### src/rtl/sync_arb_if.sv
// Handshake bundle between the four request sources, the synchronizer channel and sync_arb.
// slave = arbiter view, master = driver (sources + channel) view.
interface sync_arb_if #(
    parameter int DATA_WIDTH = 8
);
    logic [3:0]              src_valid;
    logic [4*DATA_WIDTH-1:0] src_data;
    logic [3:0]              src_ready;
    logic                    v;
    logic [DATA_WIDTH-1:0]   out_data;
    logic                    f;
    logic                    d;
    logic [1:0]              rx_src;
    logic                    rx_src_vld;
    logic                    err;

    modport slave (
        input  src_valid, src_data, f, d,
        output src_ready, v, out_data, rx_src, rx_src_vld, err
    );

    modport master (
        output src_valid, src_data, f, d,
        input  src_ready, v, out_data, rx_src, rx_src_vld, err
    );
endinterface

### src/rtl/sync_arb.sv
// Purpose: 4-source round-robin arbiter feeding a synchronizer channel; tags in-flight words by source.
// Latency: request seen in IDLE -> word on channel next cycle, src_ready on the cycle it is taken.
// Backpressure: f holds the word (HOLD); a full tag FIFO blocks new selection. SYNC_ARB_PRIO_EN gives source 0 fixed priority.
module sync_arb #(
    parameter int DATA_WIDTH = 8,
    parameter int TAG_DEPTH  = 4
) (
    input  logic        clk,
    input  logic        reset,
    sync_arb_if.slave   bus
);
    localparam int PW = (TAG_DEPTH > 1) ? $clog2(TAG_DEPTH) : 1;
    localparam int CW = PW + 1;

    typedef enum logic [1:0] {
        IDLE = 2'd0,
        SEND = 2'd1,
        HOLD = 2'd2
    } state_t;

    state_t                state_q;
    logic                  v_q;
    logic [DATA_WIDTH-1:0] data_q;
    logic [1:0]            win_q;
    logic [1:0]            lg_q;
    logic                  err_q;

    logic [1:0]            tag_q [TAG_DEPTH];
    logic [PW-1:0]         wr_q;
    logic [PW-1:0]         rd_q;
    logic [CW-1:0]         cnt_q;

    logic                  fifo_empty;
    logic                  fifo_full;
    logic                  accept;
    logic                  pop;
    logic                  sel_found;
    logic [1:0]            sel_idx;
    logic [1:0]            cand;

    assign fifo_empty = (cnt_q == '0);
    assign fifo_full  = (cnt_q == CW'(TAG_DEPTH));
    assign accept     = v_q & ~bus.f;
    assign pop        = bus.d & ~fifo_empty;

    // Winner search begins one past the last granted source.
    always_comb begin
        sel_found = 1'b0;
        sel_idx   = 2'd0;
        cand      = lg_q;
`ifdef SYNC_ARB_PRIO_EN
        if (bus.src_valid[0]) begin
            sel_found = 1'b1;
            sel_idx   = 2'd0;
        end
        for (int k = 0; k < 3; k++) begin
            cand = (cand == 2'd3) ? 2'd1 : cand + 2'd1;
            if (!sel_found && bus.src_valid[cand]) begin
                sel_found = 1'b1;
                sel_idx   = cand;
            end
        end
`else
        for (int k = 0; k < 4; k++) begin
            cand = cand + 2'd1;
            if (!sel_found && bus.src_valid[cand]) begin
                sel_found = 1'b1;
                sel_idx   = cand;
            end
        end
`endif
    end

    always_ff @(posedge clk) begin
        if (reset) begin
            state_q <= IDLE;
            v_q     <= 1'b0;
            data_q  <= '0;
            win_q   <= 2'd0;
            lg_q    <= 2'd3;
            err_q   <= 1'b0;
            wr_q    <= '0;
            rd_q    <= '0;
            cnt_q   <= '0;
        end else begin
            if (bus.d && fifo_empty) begin
                err_q <= 1'b1;
            end

            if (accept) begin
                tag_q[wr_q] <= win_q;
                wr_q        <= wr_q + PW'(1);
            end
            if (pop) begin
                rd_q <= rd_q + PW'(1);
            end
            case ({accept, pop})
                2'b10:   cnt_q <= cnt_q + CW'(1);
                2'b01:   cnt_q <= cnt_q - CW'(1);
                default: cnt_q <= cnt_q;
            endcase

            case (state_q)
                IDLE: begin
                    if (sel_found && !fifo_full) begin
                        state_q <= SEND;
                        v_q     <= 1'b1;
                        win_q   <= sel_idx;
                        data_q  <= bus.src_data[int'(sel_idx)*DATA_WIDTH +: DATA_WIDTH];
                    end
                end
                SEND, HOLD: begin
                    if (accept) begin
                        state_q <= IDLE;
                        v_q     <= 1'b0;
`ifdef SYNC_ARB_PRIO_EN
                        if (win_q != 2'd0) begin
                            lg_q <= win_q;
                        end
`else
                        lg_q <= win_q;
`endif
                    end else begin
                        state_q <= HOLD;
                    end
                end
                default: begin
                    state_q <= IDLE;
                    v_q     <= 1'b0;
                end
            endcase
        end
    end

    // Handshake pulses are suppressed while reset is asserted so a dropped word never looks taken.
    assign bus.src_ready  = (accept && !reset) ? (4'b0001 << win_q) : 4'b0000;
    assign bus.v          = v_q;
    assign bus.out_data   = data_q;
    assign bus.rx_src     = tag_q[rd_q];
    assign bus.rx_src_vld = bus.d & ~fifo_empty & ~reset;
    assign bus.err        = err_q;
endmodule

### src/flat_wrapper.sv
// flat-port wrapper written by rule: the top's interface ports become plain ports
module sync_arb_flat 
#(
    parameter int DATA_WIDTH = 8,
    parameter int TAG_DEPTH  = 4
)
  (clk, reset, bus_src_valid, bus_src_data, bus_f, bus_d, bus_src_ready, bus_v, bus_out_data, bus_rx_src, bus_rx_src_vld, bus_err);
  sync_arb_if #(.DATA_WIDTH(DATA_WIDTH)) bus_i ();
  input  logic clk;
  input  logic reset;
  input wire logic [$bits(bus_i.src_valid)-1:0] bus_src_valid;
  input wire logic [$bits(bus_i.src_data)-1:0] bus_src_data;
  input wire logic [$bits(bus_i.f)-1:0] bus_f;
  input wire logic [$bits(bus_i.d)-1:0] bus_d;
  output wire logic [$bits(bus_i.src_ready)-1:0] bus_src_ready;
  output wire logic [$bits(bus_i.v)-1:0] bus_v;
  output wire logic [$bits(bus_i.out_data)-1:0] bus_out_data;
  output wire logic [$bits(bus_i.rx_src)-1:0] bus_rx_src;
  output wire logic [$bits(bus_i.rx_src_vld)-1:0] bus_rx_src_vld;
  output wire logic [$bits(bus_i.err)-1:0] bus_err;
  assign bus_i.src_valid = bus_src_valid;
  assign bus_i.src_data = bus_src_data;
  assign bus_i.f = bus_f;
  assign bus_i.d = bus_d;
  assign bus_src_ready = bus_i.src_ready;
  assign bus_v = bus_i.v;
  assign bus_out_data = bus_i.out_data;
  assign bus_rx_src = bus_i.rx_src;
  assign bus_rx_src_vld = bus_i.rx_src_vld;
  assign bus_err = bus_i.err;
  sync_arb #(.DATA_WIDTH(DATA_WIDTH), .TAG_DEPTH(TAG_DEPTH)) u_core (.clk(clk), .reset(reset), .bus(bus_i));
endmodule
### config.mk
export PLATFORM = sky130hd
export DESIGN_NAME = sync_arb_flat
export DESIGN_NICKNAME = d
export VERILOG_FILES = /design/src/rtl/sync_arb_if.sv /design/src/rtl/sync_arb.sv /design/src/flat_wrapper.sv
export SDC_FILE = /design/constraint.sdc
export NUM_CORES = 1
export LEC_CHECK = 0
export ABC_AREA = 1
export CORE_ASPECT_RATIO = 1.2
export CORE_MARGIN = 1.5
export CORE_UTILIZATION = 43
export CTS_CLUSTER_DIAMETER = 60
export DETAILED_ROUTE_END_ITERATION = 10
export PLACE_DENSITY = 0.84
export SYNTH_ARGS = -nofsm -noshare
export SYNTH_HDL_FRONTEND = slang
export SYNTH_SLANG_ARGS = --single-unit
### constraint.sdc
create_clock -name clk -period 1.8 [get_ports clk]
set_clock_uncertainty 0.1 [all_clocks]
set_input_delay 0.27 -clock clk [delete_from_list [all_inputs] [get_ports clk]]
set_output_delay 0.27 -clock clk [all_outputs]
set_load 0.05 [all_outputs]
==> flow_metrics.tcl, run 1 <==
set metrics [dict create \
    yosys.area.top_type "dfxtp_1" \
    p_per_area_mw_per_mm2 1570 \
    setup_viol 11 \
    path_class "reg -> reg" \
    hp-class "reg -> reg" \
    r2r_slack_ns -0.26 \
    cp-start-kind "flop" \
    fmax_ghz 0.485 \
    grtUsageTotal_pct 26.5 \
    die_h_um 78.7 \
    grt_overflow 0 \
    power.leakage_nw 1.70 \
    max_cap_violations 0 \
    critPathSlowestCell "dfxtp_2" \
    globalplace.congestion 0.887 \
    antenna_found_initial 0 \
    slew_headroom_pct 78.7 \
    hpwl_mm 4.14 \
    die_w_um 66.1 \
    async_reset_ff_share_pct 0 \
    slowest_delay_ns 0.37 \
    synthToLayoutAreaGrowth_pct 72.7 \
    required_ns 1.89 \
    rsz0062_at_grt "true" \
    crit_fanout 8 \
    io_buffer_count 56 \
    fillers 280 \
    cts-htree-levels 2 \
    fin_crit_ns 2.06 \
    netlist_top_cells_count "61 x nand2_1, 58 x inv_1, 34 x nand3_1, 25 x dfxtp_1, 18 x nor2_1" \
    first_pass_iters 4 \
    synth-edff-count 8 \
    synth.area.top_cells "dfxtp_1 24%, edfxtp_1 12%, nand2_1 11%" \
    clock-sinks 33 \
    p_int_w 0.00293 \
    irDropWorstVdd_mv 0.908 \
    cp-endpoint "u_core.bus.out_data[3]$_SDFFE_PP0P_" \
    fin_tns_setup_ns -1.83 \
    yosys_most_used_dff "dfxtp_1" \
    yosysWarnings 0 \
    cp-startpoint "u_core.lg_q[0]$_SDFFE_PP1P_" \
    layout-drive-gt1-share_pct 39.0 \
    crit_chain "buf_6, inv_8, nand2_4, nand2_2, buf_4, buf_4, a31oi_1, nand2_2, a21oi_4, nand2_1, a21oi_2, nor2_1" \
    worst_pin_slew_ns 0.318 \
    hold_viol 0 \
    clkPwrFrac_pct 12.2 \
    tritoncts "yes" \
    post-synth-top-count-cell "nand2_1" \
    rows 27 \
    p_sw_w 0.00265 \
    ys_seq_elements 33 \
    antennaDiodeCount 0 \
    root_buffer "clkbuf_8" \
    drt-vias-per-instance 5.29 \
    final_util_pct 77.2 \
    syn_nets 339 \
    cts_buffers 5 \
    die-area_mm2 0.00520 \
    rr_worst_depth 12 \
    cp-end-kind "flop" \
    vias 2369 \
    worstSkewPairLatency_ns 0.29 \
    total_power_w 0.00558 \
    arrival_ns 2.15 \
    placedCellCount 425 \
    final_cells 448 \
    violations "negative setup slack" \
    hold_ws_ns 0.390 \
    rr_startpoint "u_core.lg_q[0]$_SDFFE_PP1P_" \
    drcViolationCount 0 \
    p_seq_share_pct 20.8 \
    drv_slew 0 \
    syn_inst 291 \
    synth_top_area_share_pct 24.4 \
    io_pins 57 \
    grt_pass1_vias 2459 \
    initial_core_util_pct 44.7 \
    wl_per_cell_um 15.6 \
    final_nets 437 \
    combinationalPowerShare_pct 67.0 \
    detail-route-antenna-nets 0 \
    regToRegEndpoint "u_core.bus.out_data[3]$_SDFFE_PP0P_" \
    p_sw_share_pct 47.5 \
    cts.clk_slew.worst_paths_ns 0.07 \
    outcome "finished with violations" \
    syn_area_per_cell_um2 7.06 \
    drt_iter0_drc 160 \
    ys_seq_area_share_pct 36.1 \
    cts_max_path_buffers 2 \
    period_share_pct 115 \
    synth_cell_types 34 \
    wl_mm 6.98 \
    ctsHoldBuffers 0 \
    coreArea_mm2 0.00459 \
    synth_area_mm2 0.00205 \
    finalWorstSetupSlack_ns -0.261 \
    grt_max_degree 20 \
    grt_pass1_wl_mm 10.6 \
]
==> stage by stage <==
stage	cell area (um^2)	setup slack (ns)
4_1_cts	3410	-0.117
3_5_place_dp	2970	-0.390
6_report	3550	-0.261
5_1_grt	3550	-0.313
2_1_floorplan	2110	0.00770
3_3_place_gp	2970	-0.330
==> layer usage <==
layer	GRT usage [%]	routed length, um
met1	23.4	2480
met2	54.9	3960
met5	0	0
met3	5.24	304
met4	11.0	238
==> cell type report <==
cell class | instances | area, um^2 | share of cell area, %
clock buffer | 6 | 72.6 | 2.05
clock inverter | 2 | 33.8 | 0.952
multi-input combinational | 190 | 1380 | 39.0
sequential | 33 | 753 | 21.2
tap | 58 | 72.6 | 2.05
inverter | 61 | 249 | 7.02
timing repair buffer | 97 | 976 | 27.5
timing repair inverter | 1 | 8.76 | 0.247
==> what timing repair did <==
action,in CTS,in global routing
gates resized for setup,70,33
gates cloned,1,1
pin swaps,15,18
endpoints found under the setup margin,16,21
endpoints found under the hold margin,0,0
buffers inserted,11,3
==> cell families (layout without fill, tap and decap cells) <==
logic type,Yosys count,after routing,share of synthesized area [%]
DFF,33,33,36.1
and+or+nand+nor,138,138,32.0
adders and majority gates,8,8,5.24
buffers and inverters,68,167,13.7
AOI/OAI and AO/OA,44,44,13.0
==> power by group through the flow <==
stage	sequential, W	combinational (W)	clock, W
global route	0.00118	0.00398	0.000713
detailed placement	0.00113	0.00274	0
finish	0.00116	0.00374	0.000680
CTS	0.00113	0.00325	0.000674
global placement	0.00112	0.00266	0
floorplan	0.00141	0.00153	0
==> cells in the final DEF (no fill, tap or decap), types with 5 or more instances in the layout <==
cell type and n:
ha_1 6, a21oi_1 9, clkdlybuf4s50_1 36, dfxtp_1 19
nand2_2 22, inv_1 53, nor2_1 17, nand2_4 17
nand3_2 12, nand3_1 22, buf_6 10, clkbuf_8 5
buf_4 39, o21a_1 7, buf_12 9, o21ai_0 9
nand2_1 34, edfxtp_1 8
==> registers in the layout, indices dropped and copies added, names as in the netlist, named ones only <==
name                 flops
u_core.bus.v             1
u_core.state_q           2
u_core.lg_q              2
u_core.win_q             2
u_core.tag_q             8
u_core.cnt_q             3
u_core.wr_q              2
u_core.bus.err           1
u_core.bus.out_data      8
u_core.rd_q              2
==> worst min-delay path by stage <==
stage | start | endpoint | slack [ns] | depth (start not counted)
floorplan | reset | u_core.bus.v$_SDFFE_PP0P_ | 0.24 | 1
global placement | u_core.bus.err$_SDFFE_PP0P_ | u_core.bus.err$_SDFFE_PP0P_ | 0.34 | 2
detailed placement | u_core.rd_q[1]$_SDFFE_PP0P_ | u_core.rd_q[1]$_SDFFE_PP0P_ | 0.36 | 2
CTS | bus_d | u_core.bus.err$_SDFFE_PP0P_ | 0.37 | 3
global route | bus_d | u_core.bus.err$_SDFFE_PP0P_ | 0.39 | 3
finish | u_core.rd_q[1]$_SDFFE_PP0P_ | flop | 0.39 | 2
==> critical path: cells and delay by family, from the launching register on <==
kind,cells,cell delay (ns)
and+or+nand+nor,5,0.44
buffers and inverters,4,0.42
DFF,1,0.37
AOI/OAI and AO/OA,3,0.62
(Power assumes the default switching activity.)
==> run 2: changes to the inputs <==
Settings changed: CELL_PAD_IN_SITES_DETAIL_PLACEMENT from default to 1, CELL_PAD_IN_SITES_GLOBAL_PLACEMENT from default to 1, CORE_UTILIZATION 43 to 30, PLACE_DENSITY 0.84 to 0.83.
==> run 2 against run 1 <==
  * The run still ends with negative setup slack left
  * Sequential cell count did not move
  * Global-route usage fell by 9.4 points
  * Non-clock buffer count fell by 4
  * Cell area rose by 1.4%
  * Setup slack improved by 0.049 ns
  * Sequential power barely moved
  * Combinational power fell by 1%
  * Critical path depth rose by 4
  * Total power fell by 3.4%
  * Die area rose by 41%
  * Register-to-register slack improved by 0.05 ns
  * Critical path type unchanged
==> flow_metrics.tcl, run 2 (synthesized netlist as in run 1, its figures left out) <==
set metrics [dict create \
    irDropWorstVdd_mv 0.685 \
    cts_buffers 5 \
    synthToLayoutAreaGrowth_pct 75.1 \
    globalplace.congestion 0.766 \
    final_common_cell "inv_1" \
    slowest_delay_ns 0.39 \
    worst_pin_slew_ns 0.310 \
    die_h_um 93.7 \
    io_pins 57 \
    crit_chain "inv_2, nand2_1, nand2_4, nand2_4, nand2_4, nor2_8, nand3_4, nand2_4, nand2_4, nand2_8, buf_12, nand2_2, nand3_1, nand3_2, nand2_2, inv_2" \
    rr_worst_depth 16 \
    slew_headroom_pct 79.6 \
    antenna_found_initial 0 \
    cts.clk_slew.worst_paths_ns 0.07 \
    die-area_mm2 0.00736 \
    rr_startpoint "u_core.lg_q[1]$_SDFFE_PP1P_" \
    worstSkewPairLatency_ns 0.29 \
    path_class "reg -> reg" \
    place_ws_ns -0.404 \
    clock-sinks 33 \
    combinationalPowerShare_pct 68.4 \
    wl_per_cell_um 14.6 \
    setup_viol 12 \
    p_sw_share_pct 48.3 \
    initial_core_util_pct 31.5 \
    cts_max_path_buffers 2 \
    p_sw_w 0.00260 \
    rows 32 \
    tritoncts "yes" \
    required_ns 1.89 \
    io_buffer_count 56 \
    vias 2228 \
    cp-start-kind "flop" \
    cts-htree-levels 2 \
    drcViolationCount 0 \
    p_seq_share_pct 21.5 \
    grt_overflow 0 \
    ctsHoldBuffers 0 \
    period_share_pct 112 \
    layout-drive-gt1-share_pct 40.5 \
    hold_path_depth 2 \
    die_w_um 78.5 \
    outcome "finished with violations" \
    fillers 778 \
    crit_family "simple AND/OR/NAND/NOR gates" \
    fin_crit_ns 2.01 \
    final_nets 432 \
    r2r_slack_ns -0.21 \
    drt_iter0_drc 28 \
    p_per_area_mw_per_mm2 1500 \
    fmax_ghz 0.497 \
    p_int_w 0.00279 \
    drv_slew 0 \
    max_cap_violations 0 \
    cp-end-kind "flop" \
    wl_mm 6.85 \
    violations "negative setup slack" \
    detail-route-antenna-nets 0 \
    final_cell_mix "52 x inv_1, 37 x buf_4, 35 x clkdlybuf4s50_1, 31 x nand2_1, 23 x nand2_4" \
    first_pass_iters 4 \
    coreArea_mm2 0.00653 \
    grt_pass1_vias 2292 \
    antennaDiodeCount 0 \
    hp-class "reg -> reg" \
    hpwl_mm 4.77 \
    hold_viol 0 \
    timing.critical_path.buf_inv 3 \
    root_buffer "clkbuf_8" \
    power.leakage_nw 1.72 \
    worstHoldStart "u_core.bus.err$_SDFFE_PP0P_" \
    critPathSlowestCell "dfxtp_2" \
    path_common_cell "nand2_4" \
    grt_max_degree 20 \
    hold_ws_ns 0.364 \
    rsz0062_at_grt "true" \
    arrival_ns 2.10 \
    regToRegEndpoint "u_core.bus.out_data[4]$_SDFFE_PP0P_" \
    finalWorstSetupSlack_ns -0.213 \
    grt_pass1_wl_mm 9.96 \
    drt-vias-per-instance 4.74 \
    clkPwrFrac_pct 10.2 \
    whs_endpoint "u_core.bus.err$_SDFFE_PP0P_" \
    grtUsageTotal_pct 17.1 \
    crit_fanout 8 \
]
-- run 2: metal layers --
metal  up-vias  wire length [um]  track usage [%]
met4         0               190             7.59
met5         -                 0                0
met2        50              3890             33.5
met3        16               205             2.72
met1      1051              2560             17.6
li1       1111                 -                -
-- run 2: power groups by stage --
stage	clock, W	sequential (W)	combinational, W
detailed placement	0	0.00114	0.00285
CTS	0.000560	0.00113	0.00299
global placement	0	0.00113	0.00274
global route	0.000598	0.00118	0.00398
finish	0.000547	0.00116	0.00369
floorplan	0	0.00141	0.00153
-- run 2: final cells by class --
class	count	area [um^2]	share of cell area, %
sequential	33	757	21.0
timing repair buffer	93	963	26.8
multi-input combinational	190	1430	39.8
inverter	61	253	7.03
clock inverter	3	17.5	0.487
tap	85	106	2.96
clock buffer	5	68.8	1.91
-- run 2: through the flow --
stage	utilization (%)	instance area, um^2	cells	total power (W)	TNS, ns
after floorplan	-	2110	291	0.00294	0
after global placement	46.2	3010	452	0.00387	-4.12
after detailed placement	46.2	3010	452	0.00398	-5.11
after CTS	48.7	3180	464	0.00468	-0.929
after global routing	55.1	3600	470	0.00576	-3.00
final	55.1	3600	470	0.00539	-1.59
-- run 2: tightest hold or removal path, cell delays in order (launching register included) --
cell,delay [ns]
dfxtp_1,0.31
inv_1,0.05
a21oi_1,0.06
-- run 2: timing repair --
action	CTS	global route
endpoints found under the setup margin	17	17
buffers inserted	5	4
pin swaps	2	14
gates resized for setup	18	96
gates cloned	0	2
-- run 2: how the worst max path moves through the flow --
stage | startpoint | end | slack (ns) | cells past startpoint
after floorplan | u_core.bus.v$_SDFFE_PP0P_ | u_core.cnt_q[2]$_SDFFE_PP0P_ | 0.008 | 10
after global placement | bus_src_valid[1] | u_core.bus.out_data[5]$_SDFFE_PP0P_ | -0.33 | 13
after detailed placement | bus_src_valid[0] | u_core.bus.out_data[1]$_SDFFE_PP0P_ | -0.40 | 13
after CTS | u_core.lg_q[0]$_SDFFE_PP1P_ | u_core.bus.out_data[5]$_SDFFE_PP0P_ | -0.12 | 17
after global routing | u_core.lg_q[1]$_SDFFE_PP1P_ | u_core.bus.out_data[6]$_SDFFE_PP0P_ | -0.33 | 16
final | u_core.lg_q[1]$_SDFFE_PP1P_ | u_core.bus.out_data[4]$_SDFFE_PP0P_ | -0.21 | 16
